===== config.mk =====
export PLATFORM = sky130hd
export DESIGN_NAME = serial_adder
export DESIGN_NICKNAME = d
export VERILOG_FILES = /design/src/rtl/serial_adder_pkg.sv /design/src/rtl/sa_digit_adder.sv /design/src/rtl/serial_adder.sv
export SDC_FILE = /design/constraint.sdc
export NUM_CORES = 1
export LEC_CHECK = 0
export ABC_AREA = 1
export BUFFER_PORTS_ARGS = -buffer_cell sky130_fd_sc_hd__buf_2
export CAP_MARGIN = 20
export CORE_ASPECT_RATIO = 1.25
export CORE_MARGIN = 4
export CORE_UTILIZATION = 55
export CTS_CLUSTER_DIAMETER = 60
export CTS_CLUSTER_SIZE = 8
export DETAILED_ROUTE_END_ITERATION = 16
export PLACE_DENSITY = 0.8
export SYNTH_ARGS = -nofsm -noshare
export SYNTH_HDL_FRONTEND = slang
export SYNTH_HIERARCHICAL = 1
export SYNTH_SLANG_ARGS = --single-unit

===== constraint.sdc =====
create_clock -name clk -period 2.8 [get_ports clk]
set_input_delay 0 -clock clk [delete_from_list [all_inputs] [get_ports clk]]
set_output_delay 0 -clock clk [all_outputs]
set_load 0.02 [all_outputs]

===== src/rtl/serial_adder_pkg.sv =====
// rtl/serial_adder_pkg.sv - shared types and sizing helpers for serial_adder
// Contents: FSM state enum, STEPS / counter-width functions, configuration check.
package serial_adder_pkg;

    typedef enum logic [1:0] {
        IDLE = 2'd0,
        RUN  = 2'd1,
        DONE = 2'd2
    } sa_state_t;

    // Number of digit steps needed to cover the full operand width.
    function automatic int sa_steps(input int width, input int digit);
        return width / digit;
    endfunction

    // Step counter width; at least one bit so STEPS=1 still has a counter.
    function automatic int sa_cnt_w(input int width, input int digit);
        int steps;
        steps = width / digit;
        return (steps <= 1) ? 1 : $clog2(steps);
    endfunction

    // Evaluated at elaboration by the top to reject WIDTH/DIGIT pairs that do not tile.
    function automatic bit sa_cfg_ok(input int width, input int digit);
        return (width >= 1) && (digit >= 1) && ((width % digit) == 0);
    endfunction

endpackage


===== src/rtl/sa_digit_adder.sv =====
// rtl/sa_digit_adder.sv - DIGIT-bit combinational ripple of full-adder cells
// Ports: a_d/b_d digit operands, c_in carry into bit 0, s_d digit sum,
//        c_out carry out of the top bit, c_msb_in carry into the top bit.
module sa_digit_adder #(
    parameter int DIGIT = 1
) (
    input  logic [DIGIT-1:0] a_d,
    input  logic [DIGIT-1:0] b_d,
    input  logic             c_in,
    output logic [DIGIT-1:0] s_d,
    output logic             c_out,
    output logic             c_msb_in
);

    logic [DIGIT:0] carry;

    assign carry[0] = c_in;

    for (genvar i = 0; i < DIGIT; i++) begin : g_fa
        logic p;
        assign p          = a_d[i] ^ b_d[i];
        assign s_d[i]     = p ^ carry[i];
        assign carry[i+1] = (a_d[i] & b_d[i]) | (carry[i] & p);
    end

    assign c_out    = carry[DIGIT];
    // Carry into the top bit; XOR with c_out gives signed overflow.
    assign c_msb_in = carry[DIGIT-1];

endmodule


===== src/rtl/serial_adder.sv =====
// rtl/serial_adder.sv - bit-serial adder, DIGIT bits per clock, valid/ready in and out
// Ports: clk, rst_n (async, active-low); in_valid/in_ready, a, b, cin operand side;
//        out_valid/out_ready, sum, cout result side; ovf when SERIAL_ADDER_OVF_EN is defined.
module serial_adder
    import serial_adder_pkg::*;
#(
    parameter int WIDTH = 32,
    parameter int DIGIT = 1
) (
    input  logic             clk,
    input  logic             rst_n,
    input  logic             in_valid,
    output logic             in_ready,
    input  logic [WIDTH-1:0] a,
    input  logic [WIDTH-1:0] b,
    input  logic             cin,
    output logic             out_valid,
    input  logic             out_ready,
    output logic [WIDTH-1:0] sum,
    output logic             cout
`ifdef SERIAL_ADDER_OVF_EN
    ,
    output logic             ovf
`endif
);

    localparam int STEPS = sa_steps(WIDTH, DIGIT);
    localparam int CNT_W = sa_cnt_w(WIDTH, DIGIT);

    if (!sa_cfg_ok(WIDTH, DIGIT)) begin : g_bad_cfg
        $error("serial_adder: WIDTH must be >= 1 and a multiple of DIGIT");
    end

    sa_state_t        state_q, state_d;
    logic [CNT_W-1:0] cnt_q;
    logic [WIDTH-1:0] a_q, b_q, sum_q;
    logic             carry_q, cout_q;
    logic             accept, last_step;
    logic [DIGIT-1:0] s_d;
    logic             c_out;
`ifdef SERIAL_ADDER_OVF_EN
    logic             c_msb;
    logic             ovf_q;
`else
    logic             c_msb_unused;
`endif

    assign accept    = in_valid && in_ready;
    assign last_step = (cnt_q == CNT_W'(STEPS - 1));

    // Operands shift right each step, so the active digit is always the low DIGIT bits.
    sa_digit_adder #(.DIGIT(DIGIT)) u_digit (
        .a_d      (a_q[DIGIT-1:0]),
        .b_d      (b_q[DIGIT-1:0]),
        .c_in     (carry_q),
        .s_d      (s_d),
        .c_out    (c_out),
`ifdef SERIAL_ADDER_OVF_EN
        .c_msb_in (c_msb)
`else
        .c_msb_in (c_msb_unused)
`endif
    );

    always_ff @(posedge clk or negedge rst_n) begin
        if (!rst_n) begin
            state_q <= IDLE;
        end else begin
            state_q <= state_d;
        end
    end

    always_comb begin
        state_d   = state_q;
        in_ready  = 1'b0;
        out_valid = 1'b0;
        unique case (state_q)
            IDLE: begin
                in_ready = 1'b1;
                if (in_valid) state_d = RUN;
            end
            RUN: begin
                if (last_step) state_d = DONE;
            end
            DONE: begin
                out_valid = 1'b1;
                if (out_ready) state_d = IDLE;
            end
            default: state_d = IDLE;
        endcase
    end

    always_ff @(posedge clk or negedge rst_n) begin
        if (!rst_n) begin
            a_q     <= '0;
            b_q     <= '0;
            carry_q <= 1'b0;
            cnt_q   <= '0;
            sum_q   <= '0;
            cout_q  <= 1'b0;
`ifdef SERIAL_ADDER_OVF_EN
            ovf_q   <= 1'b0;
`endif
        end else if (accept) begin
            a_q     <= a;
            b_q     <= b;
            carry_q <= cin;
            cnt_q   <= '0;
        end else if (state_q == RUN) begin
            a_q     <= a_q >> DIGIT;
            b_q     <= b_q >> DIGIT;
            carry_q <= c_out;
            sum_q[int'(cnt_q)*DIGIT +: DIGIT] <= s_d;
            if (last_step) begin
                cnt_q  <= '0;
                cout_q <= c_out;
`ifdef SERIAL_ADDER_OVF_EN
                ovf_q  <= c_out ^ c_msb;
`endif
            end else begin
                cnt_q <= cnt_q + 1'b1;
            end
        end
    end

    assign sum  = sum_q;
    assign cout = cout_q;
`ifdef SERIAL_ADDER_OVF_EN
    assign ovf  = ovf_q;
`endif

endmodule


After elaboration in Yosys (flattened, before gate mapping)
Cells that the tools add are included.
- add/sub/neg operators: 2
- multipliers: 0
- divide/modulo/power cells: 0
- magnitude comparators: 0
- eq/ne operators: 6
- shifts and indexed selects: 2
- multiplexer cells: 16
- bitwise operators: 6
- reductions and logical operators: 6
- operators with widths (kind ; count):
    32-bit 2-to-1 mux ; 4
    5-bit negation with 33-bit output ; 1
    1-bit by 33-bit variable shift with 32-bit output (first input constant) ; 1
    1-bit by 33-bit variable part select with 32-bit output ; 1
    32-bit bitwise mux ; 1
    5-bit 2-to-1 mux ; 3
    2-bit 2-to-1 mux ; 3
    2-bit != test (second input constant) ; 3
    2-bit one-hot mux with 3 select lines ; 1
    3-bit AND reduction ; 2
    5-bit by 1-bit adder with 5-bit output (second input constant) ; 1
    5-bit == test (second input constant) ; 1
    1-bit 2-to-1 mux ; 4
    1-bit AND ; 2
    2-bit by 1-bit == test with 1-bit output (second input constant) ; 1
    2-bit == test (second input constant) ; 1
    2-bit logical NOT ; 1
    2-bit AND reduction ; 1
    2-bit nonzero test ; 1
    1-bit XOR ; 2
    1-bit logical AND ; 1
    1-bit inverter ; 1
    1-bit bitwise OR ; 1
- register bits: 105
- bits in latches: 0
- memory bits (writable): 0
- ROM bits: 0
- input bits: 69
- output and inout bits: 35
- word-level logic and storage cells: 45
- memories kept: 0

Longest topological paths before layout
- word-level depth: 5
- gate-level depth with buffers: 15
- depth with buffers taken out: 15

By module
Netlist, hierarchy kept.
- by module, submodules not included (module ; instances ; cells each ; area an instance (µm²) ; seq. area each (µm²)):
    serial_adder ; 1 ; 657 ; 5225.0 ; 2627.5
    sa_digit_adder ; 1 ; 2 ; 27.5 ; 0.0

Worst setup path after synthesis
No wires, ideal clock.
- path kind: register to register
- from: register cnt_q[0]
- to: register sum_q[0] (netlist: sum[0])
- setup time: 0.113 ns
- arrival time: 2.105 ns
- data required time: 2.687 ns
- setup slack: 0.582 ns
- cell stages (with the launch flop): 14
- buffers on the path: 1
- clock period less this slack: 2.218 ns
- cell sequence: dfrtp_1 -> inv_2 -> ha_1 -> inv_1 -> nor2_2 -> inv_2 -> nor2_1 -> ha_1 -> inv_1 -> clkbuf_1 -> nand3_1 -> nand2_1 -> o21a_1 -> inv_1
- word-level cells in the longest chain between the ends: 3
- elaborated cells between the ends (all ways): 4
- those cells by class: add/sub (1); shift (2); mux (1)
- ends and longest elaborated chain (item ; RTL line ; RTL):
    from (decl) ; serial_adder.sv:35 ; logic [CNT_W-1:0] cnt_q;
    from (signal assigned) ; serial_adder.sv:121 ; cnt_q <= cnt_q + 1'b1;
    5-bit negation with 33-bit output (*) ; serial_adder.sv:113 ; sum_q[int'(cnt_q)*DIGIT +: DIGIT] <= s_d;
    1-bit by 33-bit variable part select with 32-bit output / 1-bit by 33-bit variable shift with 32-bit output (equally long branches) ; serial_adder.sv:113 ;
    32-bit bitwise mux (*) ; serial_adder.sv:113 ;
    to (signal assigned) ; serial_adder.sv:99 ; sum_q <= '0;
    to (signal, indexed assignment) ; serial_adder.sv:113 ;
    to (decl) ; serial_adder.sv:36 ; logic [WIDTH-1:0] a_q, b_q, sum_q;
Mark *: on every way between the ends. The rest lies on a longest branch, timed or not.
A chain may end at the register's enable or synchronous reset.

Worst setup path in the final report
- from: register cnt_q[0]
- to: register sum_q[30] (netlist: sum[30])
The elaborated chain is that of the path after synthesis.

==> flow_summary.json <==
{
  "status": "completed",
  "achievable-frequency_mhz": 395,
  "placement.setup.worst_slack_ns": 0.312,
  "combPwrFrac_pct": 47.6,
  "syn-instance-count": 658,
  "fin_crit_ns": 2.53,
  "switching_power_mw": 3.51,
  "layout_setup_ws_ns": 0.270,
  "share_clk_of_total_power_pct": 20.2,
  "global_route_wire_length_before_repair_um": 24900,
  "synthesis.nets": 732,
  "post_synth_instance_area_um2": 5250,
  "syn_avg_cell_area_um2": 7.97,
  "report.final.setup_viol": 0,
  "power.share.switching_pct": 45.5,
  "placed_cells_incl_taps": 855,
  "total_power_mw": 7.72,
  "hold-worst-slack_ns": 0.203,
  "critical_path_class": "flop to flop",
  "clockRootBuffer": "clkbuf_16",
  "cts_resized": 0,
  "design.final.nets": 884,
  "final-max-slew-violation-count": 0,
  "worst_setup_hold_path_clk_slew_ns": 0.07,
  "num_vias": 5236,
  "max-vdd-ir-drop_mv": 0.619,
  "worst-endpoint-required_ns": 3.03,
  "finalCoreUtilization_pct": 74.4,
  "rsz0062_at_grt": "no",
  "layout-area-overhead-vs-synth_pct": 30.9,
  "p_int_mw": 4.21,
  "floorplan.initialDensity_pct": 56.9,
  "boundaryPins": 104,
  "dpl-instance-area_um2": 5820,
  "clock-skew-final_ns": 0.00694,
  "detail_route.iter0.violations": 379,
  "globalRoute.totalOverflow": 0,
  "cpPeakStageDelay_ns": 0.45,
  "antenna_found_initial": 0,
  "clk_path_buf_depth": 2,
  "die_area_um2": 11200,
  "p_leak_nw": 3.41,
  "post_drt_via_cell_ratio": 5.58,
  "crit_path_top_delay_cell": "dfrtp_1",
  "worst-slew-pin-transition_ns": 0.714,
  "cts_num_sinks": 105,
  "setup.worst_path.start_class": "flop",
  "gp_congestion": 0.880,
  "post_cts_buffers": 0,
  "slew_headroom_pct": 52.4,
  "timing.critical_path.cells": "inv_2 > ha_1 > inv_1 > nor2_2 > inv_2 > nor2_1 > ha_1 > inv_1 > nand3_2 > nor2_4 > inv_2 > o21ai_0 > nand2_1",
  "first_global_vias": 5164,
  "dpl.hpwl_um": 9250,
  "core_area_um2": 9220,
  "timing_hold_violations_final": 0,
  "period_share_pct": 90.3,
  "non_filler_instance_count_after_layout": 938,
  "port_buffers": 103,
  "share_of_post_route_cells_with_drive_strength_above_1_pct": 19.9,
  "groute.usage.overall_pct": 28.5,
  "routed_wirelength_um": 15200,
  "ff2ff_setup_slack_ns": 0.27,
  "worst_path_most_repeated_cell": "inv_2",
  "cp-end-kind": "flop",
  "reg2reg_from": "cnt_q[0]",
  "worst_r2r_path_depth": 13,
  "setup_total_negative_slack_ns": 0,
  "wl_per_cell_um": 16.2,
  "synthesis.yosys.warnings": 6,
  "floorplan.die.width_um": 95.3,
  "die_h_um": 117,
  "seqPwrFrac_pct": 32.2,
  "n_antenna_cell": 0,
  "drc_errors": 0,
  "final_antenna_net_count": 0,
  "crit_arrival_ns": 2.76,
  "detail_route.first_pass.iterations": 5,
  "num_rows": 39,
  "worstPathBufferInverterCount": 5,
  "worst_r2r_endpoint": "sum[30]",
  "tritoncts": "yes",
  "clkLatencyLatePin_ns": 0.35,
  "worstHoldPathType": "input port to asynchronous set/reset pin",
  "maxCapViolCount": 0,
  "htree_levels": 3,
  "finalInstanceArea_um2": 6870,
  "cts_buffer_count": 9,
  "path_max_fanout": 9,
  "critPathTopFamily": "simple AND/OR/NAND/NOR gates",
  "power-per-cell-area_nw_per_um2": 1120,
  "grt_start_max_net_pins": 69
}
power by group through the flow:
stage	clock, mW	combinational, mW	sequential (mW)
6_report	1.56	3.67	2.48
5_1_grt	1.64	4.06	2.55
4_1_cts	1.58	3.59	2.47
3_5_place_dp	0	3.50	2.49
3_3_place_gp	0	3.40	2.46
2_1_floorplan	0	2.55	2.55
state kept, by name, indices dropped and copies added (netlist names):
register,flops
sum,32
state_q,2
b_q,32
cnt_q,5
carry_q,1
a_q,32
cout,1
how the worst max path moves through the flow:
stage | start | end | slack (ns) | depth (start not counted)
after CTS | cnt_q[0] | sum[30] | 0.29 | 13
after floorplan | cnt_q[0] | sum[0] | 0.58 | 13
after detailed placement | cnt_q[0] | sum[30] | 0.31 | 13
after global placement | cnt_q[0] | sum[29] | 0.39 | 13
final | cnt_q[0] | sum[30] | 0.27 | 13
after global routing | cnt_q[0] | sum[20] | 0.05 | 14
area by class of cell:
class                   count  area, um2
flip-flops and latches    105       2630
fillers                   643       2360
multi-input cells         470       2270
repair buffers            178       1260
clock buffers              10        239
inverters                  46        175
well taps                 123        154
clock inverters             6        136
routing by layer:
metal | share of wire (%) | vias up | wire (um) | GRT usage, %
met2 | 52 | 252 | 7930 | 50.1
met1 | 38 | 2464 | 5750 | 34.4
met3 | 6.2 | 43 | 935 | 3.01
li1 | - | 2477 | - | -
met5 | 0 | - | 0 | 0
met4 | 3.7 | 0 | 567 | 14.6
placed cells by master (no fill, tap or decap), types with 3 or more instances in the layout:
master         count
nand2_1          199
nand3_1          145
dfrtp_1          105
buf_2            102
dlygate4sd3_1     67
inv_1             36
nor2_1            30
nand4_1           25
nor2_2            12
inv_2              9
o21ai_0            9
o21ai_1            9
clkbuf_16          9
buf_4              8
o211ai_1           7
ha_1               4
bufinv_16          4
nand2_2            3
nand3_2            3
nor3_1             3
o22ai_1            3
timing repair:
action	in CTS	in global routing
setup endpoints to repair	0	0
hold buffers	67	0
hold endpoints to repair	117	0
Note: power is estimated with default switching activity, not from simulation.
